--- src/rtl/exibicao_pkg.sv ---
// Shared definitions for the LED display sequencer:
// state codes, default timings and datapath width.
package exibicao_pkg;

    localparam int LARGURA = 4;

    localparam int T_ON_PADRAO      = 1000;
    localparam int T_OFF_PADRAO     = 500;
    localparam int T_ON_FAST_PADRAO = 500;
    localparam int T_OFF_FAST_PADRAO = 250;

    typedef enum logic [3:0] {
        OCIOSO   = 4'd0,
        CARREGA  = 4'd1,
        LEDS_ON  = 4'd2,
        LEDS_OFF = 4'd3,
        FIM      = 4'd4
    } estado_t;

    function automatic int largura_timer(
        input int a,
        input int b,
        input int c,
        input int d
    );
        int m;
        m = a;
        if (b > m) m = b;
        if (c > m) m = c;
        if (d > m) m = d;
        return $clog2(m) + 1;
    endfunction

endpackage

--- src/rtl/temporizador_exibicao.sv ---
// Loadable down-counter pacing each display phase;
// zero flags the last cycle of the loaded interval.
module temporizador_exibicao #(
    parameter int LARGURA_T = 4
) (
    input  logic                 clock,
    input  logic                 reset,
    input  logic                 carrega,
    input  logic [LARGURA_T-1:0] valor,
    output logic                 zero
);

    logic [LARGURA_T-1:0] contagem;

    // Reload on request, otherwise count down and park at zero.
    always_ff @(posedge clock) begin
        if (reset) begin
            contagem <= '0;
        end else if (carrega) begin
            contagem <= valor;
        end else if (contagem != '0) begin
            contagem <= contagem - 1'b1;
        end
    end

    assign zero = (contagem == '0);

endmodule

--- src/rtl/sequenciador_exibicao.sv ---
// Walks the sequence memory from address 0 to the latched
// limit, showing each value for ON cycles then blanking for OFF.
module sequenciador_exibicao
    import exibicao_pkg::*;
#(
    parameter int T_ON       = T_ON_PADRAO,
    parameter int T_OFF      = T_OFF_PADRAO,
    parameter int T_ON_FAST  = T_ON_FAST_PADRAO,
    parameter int T_OFF_FAST = T_OFF_FAST_PADRAO
) (
    input  logic         clock,
    input  logic         reset,
    input  logic         iniciar,
    input  logic         abortar,
    input  logic         nivel,
    input  logic [3:0]   limite,
    input  logic [3:0]   dado_memoria,
    output logic [3:0]   endereco,
    output logic [3:0]   leds,
    output logic         ocupado,
    output logic         fim,
    output logic [3:0]   db_estado
);

    localparam int TW = largura_timer(T_ON, T_OFF, T_ON_FAST, T_OFF_FAST);

    // Counter values are duration-1: zero marks the final cycle.
    localparam logic [TW-1:0] V_CARREGA  = TW'(1);
    localparam logic [TW-1:0] V_ON       = TW'(T_ON - 1);
    localparam logic [TW-1:0] V_OFF      = TW'(T_OFF - 1);
    localparam logic [TW-1:0] V_ON_FAST  = TW'(T_ON_FAST - 1);
    localparam logic [TW-1:0] V_OFF_FAST = TW'(T_OFF_FAST - 1);

    estado_t              estado;
    estado_t              estado_prox;
    logic                 nivel_r;
    logic [LARGURA-1:0]   limite_r;
    logic                 carrega_t;
    logic [TW-1:0]        valor_t;
    logic                 zero_t;
    logic                 cancela;
    logic                 partida;

    assign cancela = abortar && (estado != OCIOSO);
    assign partida = (estado == OCIOSO) && iniciar && !abortar;

    temporizador_exibicao #(
        .LARGURA_T(TW)
    ) u_temporizador (
        .clock  (clock),
        .reset  (reset),
        .carrega(carrega_t),
        .valor  (valor_t),
        .zero   (zero_t)
    );

    // State register.
    always_ff @(posedge clock) begin
        if (reset) estado <= OCIOSO;
        else       estado <= estado_prox;
    end

    // Next state and timer reload on every phase entry.
    always_comb begin
        estado_prox = estado;
        carrega_t   = 1'b0;
        valor_t     = '0;
        unique case (estado)
            OCIOSO: begin
                if (partida) begin
                    estado_prox = CARREGA;
                    carrega_t   = 1'b1;
                    valor_t     = V_CARREGA;
                end
            end
            CARREGA: begin
                if (zero_t) begin
                    estado_prox = LEDS_ON;
                    carrega_t   = 1'b1;
                    valor_t     = nivel_r ? V_ON_FAST : V_ON;
                end
            end
            LEDS_ON: begin
                if (zero_t) begin
                    estado_prox = LEDS_OFF;
                    carrega_t   = 1'b1;
                    valor_t     = nivel_r ? V_OFF_FAST : V_OFF;
                end
            end
            LEDS_OFF: begin
                if (zero_t) begin
                    if (endereco == limite_r) begin
                        estado_prox = FIM;
                    end else begin
                        estado_prox = CARREGA;
                        carrega_t   = 1'b1;
                        valor_t     = V_CARREGA;
                    end
                end
            end
            FIM:     estado_prox = OCIOSO;
            default: estado_prox = OCIOSO;
        endcase
        if (cancela) begin
            estado_prox = OCIOSO;
            carrega_t   = 1'b0;
        end
    end

    // Address counter, LED register and start-time latches.
    always_ff @(posedge clock) begin
        if (reset) begin
            endereco <= '0;
            leds     <= '0;
            nivel_r  <= 1'b0;
            limite_r <= '0;
        end else begin
            priority case (1'b1)
                cancela: begin
                    endereco <= '0;
                    leds     <= '0;
                end
                partida: begin
                    nivel_r  <= nivel;
                    limite_r <= limite;
                    endereco <= '0;
                    leds     <= '0;
                end
                (estado == CARREGA) && zero_t:
                    leds <= dado_memoria;
                (estado == LEDS_ON) && zero_t:
                    leds <= '0;
                (estado == LEDS_OFF) && zero_t && (endereco != limite_r):
                    endereco <= endereco + 4'd1;
                (estado == FIM):
                    endereco <= '0;
                default: ;
            endcase
        end
    end

    assign ocupado   = (estado == CARREGA) || (estado == LEDS_ON) ||
                       (estado == LEDS_OFF);
    assign fim       = (estado == FIM);
    assign db_estado = estado;

endmodule

--- config.mk ---
export PLATFORM = sky130hd
export DESIGN_NAME = sequenciador_exibicao
export DESIGN_NICKNAME = d
export VERILOG_FILES = /design/src/rtl/exibicao_pkg.sv /design/src/rtl/temporizador_exibicao.sv /design/src/rtl/sequenciador_exibicao.sv
export SDC_FILE = /design/constraint.sdc
export NUM_CORES = 1
export LEC_CHECK = 0
export BUFFER_PORTS_ARGS = -buffer_cell sky130_fd_sc_hd__buf_4
export CELL_PAD_IN_SITES_DETAIL_PLACEMENT = 1
export CELL_PAD_IN_SITES_GLOBAL_PLACEMENT = 1
export CORE_ASPECT_RATIO = 1.25
export CORE_MARGIN = 3
export CORE_UTILIZATION = 40
export CTS_CLUSTER_DIAMETER = 40
export CTS_CLUSTER_SIZE = 12
export DETAILED_ROUTE_END_ITERATION = 12
export PLACE_DENSITY = 0.79
export SETUP_SLACK_MARGIN = 0.5
export SLEW_MARGIN = 20
export SYNTH_ARGS = -nofsm -noshare
export SYNTH_HDL_FRONTEND = slang
export SYNTH_SLANG_ARGS = --single-unit
--- constraint.sdc ---
create_clock -name clock -period 2.75 [get_ports clock]
set_input_delay 0.1375 -clock clock [delete_from_list [all_inputs] [get_ports clock]]
set_output_delay 0.1375 -clock clock [all_outputs]
set_load 0.01 [all_outputs]
# Word level (Yosys, flattened, before mapping)
# Cells that the tools add are included.
[word_totals]
regBits = 28
inputBits = 13
output_inout_bits = 14
wordCells = 70
[op_classes]
add_sub_neg = 2
n_eq_ne = 10
mux = 26
n_bitwise = 3
reduce_logical = 23
[op_table]
columns = ["cell", "n"]
rows = [
  ["one-hot mux 11 bit (4 select lines)", 1],
  ["2-to-1 mux 4 bit", 8],
  ["2-to-1 mux 11 bit", 2],
  ["2-to-1 mux 10 bit", 2],
  ["2-to-1 mux 9 bit", 2],
  ["one-hot mux 4 bit (4 select lines)", 1],
  ["logical NOT 11 bit", 1],
  ["nonzero test 11 bit", 1],
  ["subtractor 11 x 1 -> 11 bit, second input constant", 1],
  ["equality test 4 x 2 -> 1 bit, second input constant", 2],
  ["2-to-1 mux 1 bit", 8],
  ["!= test 2 bit, second input constant", 4],
  ["logical AND 1 bit", 7],
  ["nonzero test 2 bit", 3],
  ["adder 4 x 1 -> 4 bit, second input constant", 1],
  ["equality test 4 x 1 -> 1 bit, second input constant", 1],
  ["equality test 4 x 3 -> 1 bit, second input constant", 1],
  ["equality test 4 bit", 1],
  ["logical NOT 4 bit", 1],
  ["!= test 4 bit", 1],
  ["AND reduction 4 bit", 1],
  ["nonzero test 4 bit", 1],
  ["OR reduction 2 bit", 2],
  ["2-to-1 mux 3 bit", 1],
  ["other kinds (7)", 10],
]

# Logic depth before layout (Yosys ltp)
[logic_depth]
ltp_word = 7
depth_mapped = 7
ltp_nobuf = 7

# Cells and area by module
# Synthesis repeated with hierarchy kept, for this count alone.
[unflattened]
cells_unflattened = 191
hier_area_um2 = 1545.2
[by_module_without_submodules]
columns = ["module", "n_inst", "cells_each", "area_per_inst_um2", "seq_area_each_um2"]
rows = [
  ["sequenciador_exibicao", 1, 119, 918.4, 320.3],
  ["temporizador_exibicao", 1, 72, 626.9, 220.2],
]

# Worst setup path after synthesis
# Ideal clock, no wire load.
[synth_timing]
path_type = "register to register"
start = "reg u_temporizador.contagem[6]"
end = "reg endereco[0]"
setup_ps = 124
t_arrival_ps = 1772
required_ps = 2626
setup_slack_ps = 854
path_stages_with_launch = 6
path_buffers = 0
synth_period_minus_slack_ps = 1896
path_cell_list = "dfxtp_1 > or4_4 > or4_4 > nor3_4 > mux2i_1 > nor2_1"
[synth_between]
elab_chain_cells = 5
word_cells_on_any_way = 10
classes_between = "mux (1); bitwise (2); reduce/logical (7)"
[synth_rtl]
columns = ["item", "line", "source"]
rows = [
  ["start: declaration", "temporizador_exibicao.sv:13", "logic [LARGURA_T-1:0] contagem;"],
  ["start signal: assignment", "temporizador_exibicao.sv:20", "contagem <= valor;"],
  ["start signal: assignment", "temporizador_exibicao.sv:22", "contagem <= contagem - 1'b1;"],
  ["logical NOT 11 bit *", "temporizador_exibicao.sv:26", "assign zero = (contagem == '0);"],
  ["logical AND 1 bit (2 in a row)", "sequenciador_exibicao.sv:133", "(estado == LEDS_OFF) && zero_t && (endereco != limite_r):"],
  ["nonzero test 2 bit (no source line)", "n/a", ""],
  ["AND reduction 3 bit (no source line)", "n/a", ""],
  ["end signal: assignment", "sequenciador_exibicao.sv:134", "endereco <= endereco + 4'd1;"],
  ["end: declaration", "sequenciador_exibicao.sv:18", "output logic [3:0] endereco,"],
]
# Mark *: on every way between the ends. The rest lies on a longest branch, timed or not.
# A chain may end at the register's enable or synchronous reset.

# Final worst setup path
[layout_timing]
start = "reg estado[2], in the netlist db_estado[2]"
end = "out fim"
[layout_between]
elab_chain_cells = 1
[layout_rtl]
columns = ["item", "line", "source"]
rows = [
  ["start: declaration", "sequenciador_exibicao.sv:34", "estado_t estado;"],
  ["start signal: assignment", "sequenciador_exibicao.sv:60", "else estado <= estado_prox;"],
  ["equality test 4 x 3 -> 1 bit", "sequenciador_exibicao.sv:144", "assign fim = (estado == FIM);"],
  ["end: declaration", "sequenciador_exibicao.sv:21", "output logic fim,"],
]
# No other way between the ends.

==> flow_summary.json <==
{
  "die_w_um": 58.8,
  "final_util": 0.515,
  "rsz0062_at_grt": "false",
  "clockPowerShare": 0.162,
  "required_ps": 2610,
  "syn-cell-area_um2": 1390,
  "synth-seq-cells": 27,
  "min_period_over_period": 0.763,
  "sw_frac_of_total": 0.388,
  "grt_max_degree": 15,
  "slew_viol_final": 0,
  "ys_seq_area_frac": 0.388,
  "max_slew_margin": 0.563,
  "ctsHtreeMaxLevel": 1,
  "drc_errors": 0,
  "synthFlopType": "dfxtp_1",
  "core_um2": 3280,
  "path_max_fanout": 13,
  "nNetsFinal": 211,
  "overflow": 0,
  "cts.clk_slew.worst_paths_ps": 90,
  "tns_ps": 0,
  "min_path_type": "input port to flop",
  "synth-xor-area-share": 0.0943,
  "ys_types": 43,
  "chipHeight_um": 72.0,
  "cts.sinks": 27,
  "cts_buffers": 3,
  "clockBufferDepth": 2,
  "synth_top_area_share": 0.388,
  "syn-num-nets": 182,
  "synth_area_leaders": "dfxtp_1 (39%), xor2_1 (6.9%), o21ai_0 (5.4%)",
  "grt_pass1_wl_um": 6640,
  "syn2layout_area_growth_pct": 21.4,
  "irDropWorstVdd_uv": 408,
  "synth_top_family_by_area": "simple AND/OR/NAND/NOR gates",
  "ant_nets": 0,
  "hpwl_um": 2960,
  "leakage_nw": 0.706,
  "synth_compound_area_frac": 0.155,
  "synth-edff-count": 0,
  "finalSetupViolCount": 0,
  "path_class": "flop to primary output",
  "finalWirelength_um": 3900,
  "max-cap-violations": 0,
  "status": "complete, no violations",
  "synth.largest_area_cell": "dfxtp_1",
  "diodes": 0,
  "hold_buffers": 0,
  "place.gp.congestion": 0.885,
  "fillers": 423,
  "cts_tree": "built",
  "worst_pin_slew_ps": 651,
  "fin_crit_ps": 2100,
  "max_freq_mhz": 476,
  "final_layout_size_suffix_gt1_frac": 0.231,
  "drtPass1Iterations": 4,
  "synth_mux_area_frac": 0.0225,
  "crit_path_end_kind": "primary output",
  "wl_per_cell_um": 16.8,
  "via_count": 1345,
  "p_switching_uw": 541,
  "root_buffer": "clkbuf_8",
  "synth_simple_gate_area_frac": 0.284,
  "groute.usage.overall": 0.203,
  "grt_antenna_before_repair": 0,
  "dieArea_um2": 4230,
  "fin_worst_skew_ps": 5.63,
  "critPathLaunchType": "flop",
  "syn_avg_cell_area_um2": 8.34,
  "finalPower_mw": 1.39,
  "critPathArrivalTime_ps": 1960,
  "initial_core_util": 0.424,
  "synthAdderAreaFrac": 0.0180,
  "power_density_nw_per_um2": 825,
  "pwr-share-seq": 0.384,
  "p_int_uw": 853,
  "drt_iter0_markers": 24,
  "postSynth.asyncResetShare": 0,
  "grt_pass1_vias": 1371,
  "clock_latency_ps": 270,
  "syn_inst": 167,
  "combPwrFrac": 0.455,
  "hold_viol": 0,
  "row_count": 23,
  "ys_warn_count": 0,
  "io_buffer_count": 25,
  "ios": 27,
  "viasPerCell": 5.80
}
## placed cells by master (no fill, tap or decap), types with 2 or more instances in the layout
master / Yosys / routed
a21oi_1: 10 / 10
a22oi_1: 4 / 4
buf_4: 1 / 31
clkbuf_8: 0 / 3
dfxtp_1: 27 / 27
ha_1: 2 / 2
inv_1: 4 / 4
mux2i_1: 2 / 2
nand2_1: 14 / 14
nand3_1: 3 / 3
nand3b_1: 3 / 3
nand4_1: 2 / 2
nor2_1: 19 / 19
nor2b_1: 4 / 4
nor3_1: 4 / 4
nor4_2: 1 / 2
o21ai_0: 15 / 15
or2_2: 2 / 2
or3_1: 5 / 5
or4_1: 2 / 2
or4_4: 2 / 2
xnor2_1: 4 / 4
xor2_1: 11 / 11
## cell usage after synthesis (all sizes together), types with 4 or more instances
library cell / instances
xnor2: 4
nor2: 19
xor2: 11
a22oi: 4
nor2b: 4
dfxtp: 27
nor3: 5
inv: 4
a21oi: 10
o21ai: 16
or4: 4
nand2: 15
or3: 5
buf: 4
## cell families after synthesis
| kind of cell | Yosys count |
|---|---|
| adders and majority gates | 2 |
| xor gates and xnor gates | 15 |
| muxes | 3 |
| buffers and inverters | 11 |
| and+or+nand+nor | 71 |
| AOI/OAI and AO/OA | 37 |
| other | 1 |
| DFF | 27 |
## path summary, 6_finish.rpt
| path | startpoint | endpoint | slack [ps] | cells past startpoint |
|---|---|---|---|---|
| hold / removal | limite[3] | limite_r[3]$_SDFFE_PP0P_ | 100 | 3 |
| setup reg to reg | u_temporizador.contagem[2]$_SDFFE_PP0P_ | endereco[3]$_SDFFE_PP0P_ | 650 | 5 |
| hold reg to reg | limite_r[1]$_SDFFE_PP0P_ | limite_r[1]$_SDFFE_PP0P_ | 490 | 2 |
| setup / recovery | db_estado[2]$_SDFFE_PP0P_ | fim | 650 | 3 |
## power groups by stage
stage               registers, mW  clock network [mW]  logic [mW]
floorplan                   0.514                   0       0.451
global placement            0.533                   0       0.560
detailed placement          0.542                   0       0.587
CTS                         0.532               0.233       0.597
global route                0.546               0.247       0.720
finish                      0.535               0.225       0.634
## repair_timing
action,CTS,global route
pin swaps,0,1
resized for setup,1,1
endpoints found under the setup margin,1,4
buffers inserted,0,3
endpoints found under the hold margin,0,0
gates cloned,0,0
## critical path: stages (launching register included)
cell	delay, ps
dfxtp_1	630
inv_1	220
nor3_1	600
buf_4	230
## sequential cells by signal (all words and copies together) (netlist names)
| name | flops |
|---|---|
| limite_r | 4 |
| db_estado | 3 |
| endereco | 4 |
| u_temporizador.contagem | 11 |
| nivel_r | 1 |
| leds | 4 |
## final cells by class
type	count	area (µm²)	share of cell area
timing repair buffer	31	233	0.138
tap	37	46.3	0.0274
sequential	27	541	0.320
clock buffer	4	45.0	0.0266
inverter	4	15.0	0.00888
multi-input combinational	129	811	0.480
## stage by stage
stage               cell area [µm²]  std cells  hold WS, ps  setup WS, ps
global placement               1620        225          375           683
finish                         1690        232         99.6           651
global route                   1690        232          103           517
floorplan                      1390        167          274           854
CTS                            1660        229         98.2           575
detailed placement             1620        225          388           505
## metal layers
metal  GRT usage  wire length [µm]  share of wire  vias up
met1       0.242              1610           0.41      664
li1            -                 -              -      643
met5           0                 0              0        -
met2       0.362              2100           0.54       29
met3      0.0231                94          0.024        9
met4      0.0781                89          0.023        0
Note: power is estimated with default switching activity, not from simulation.
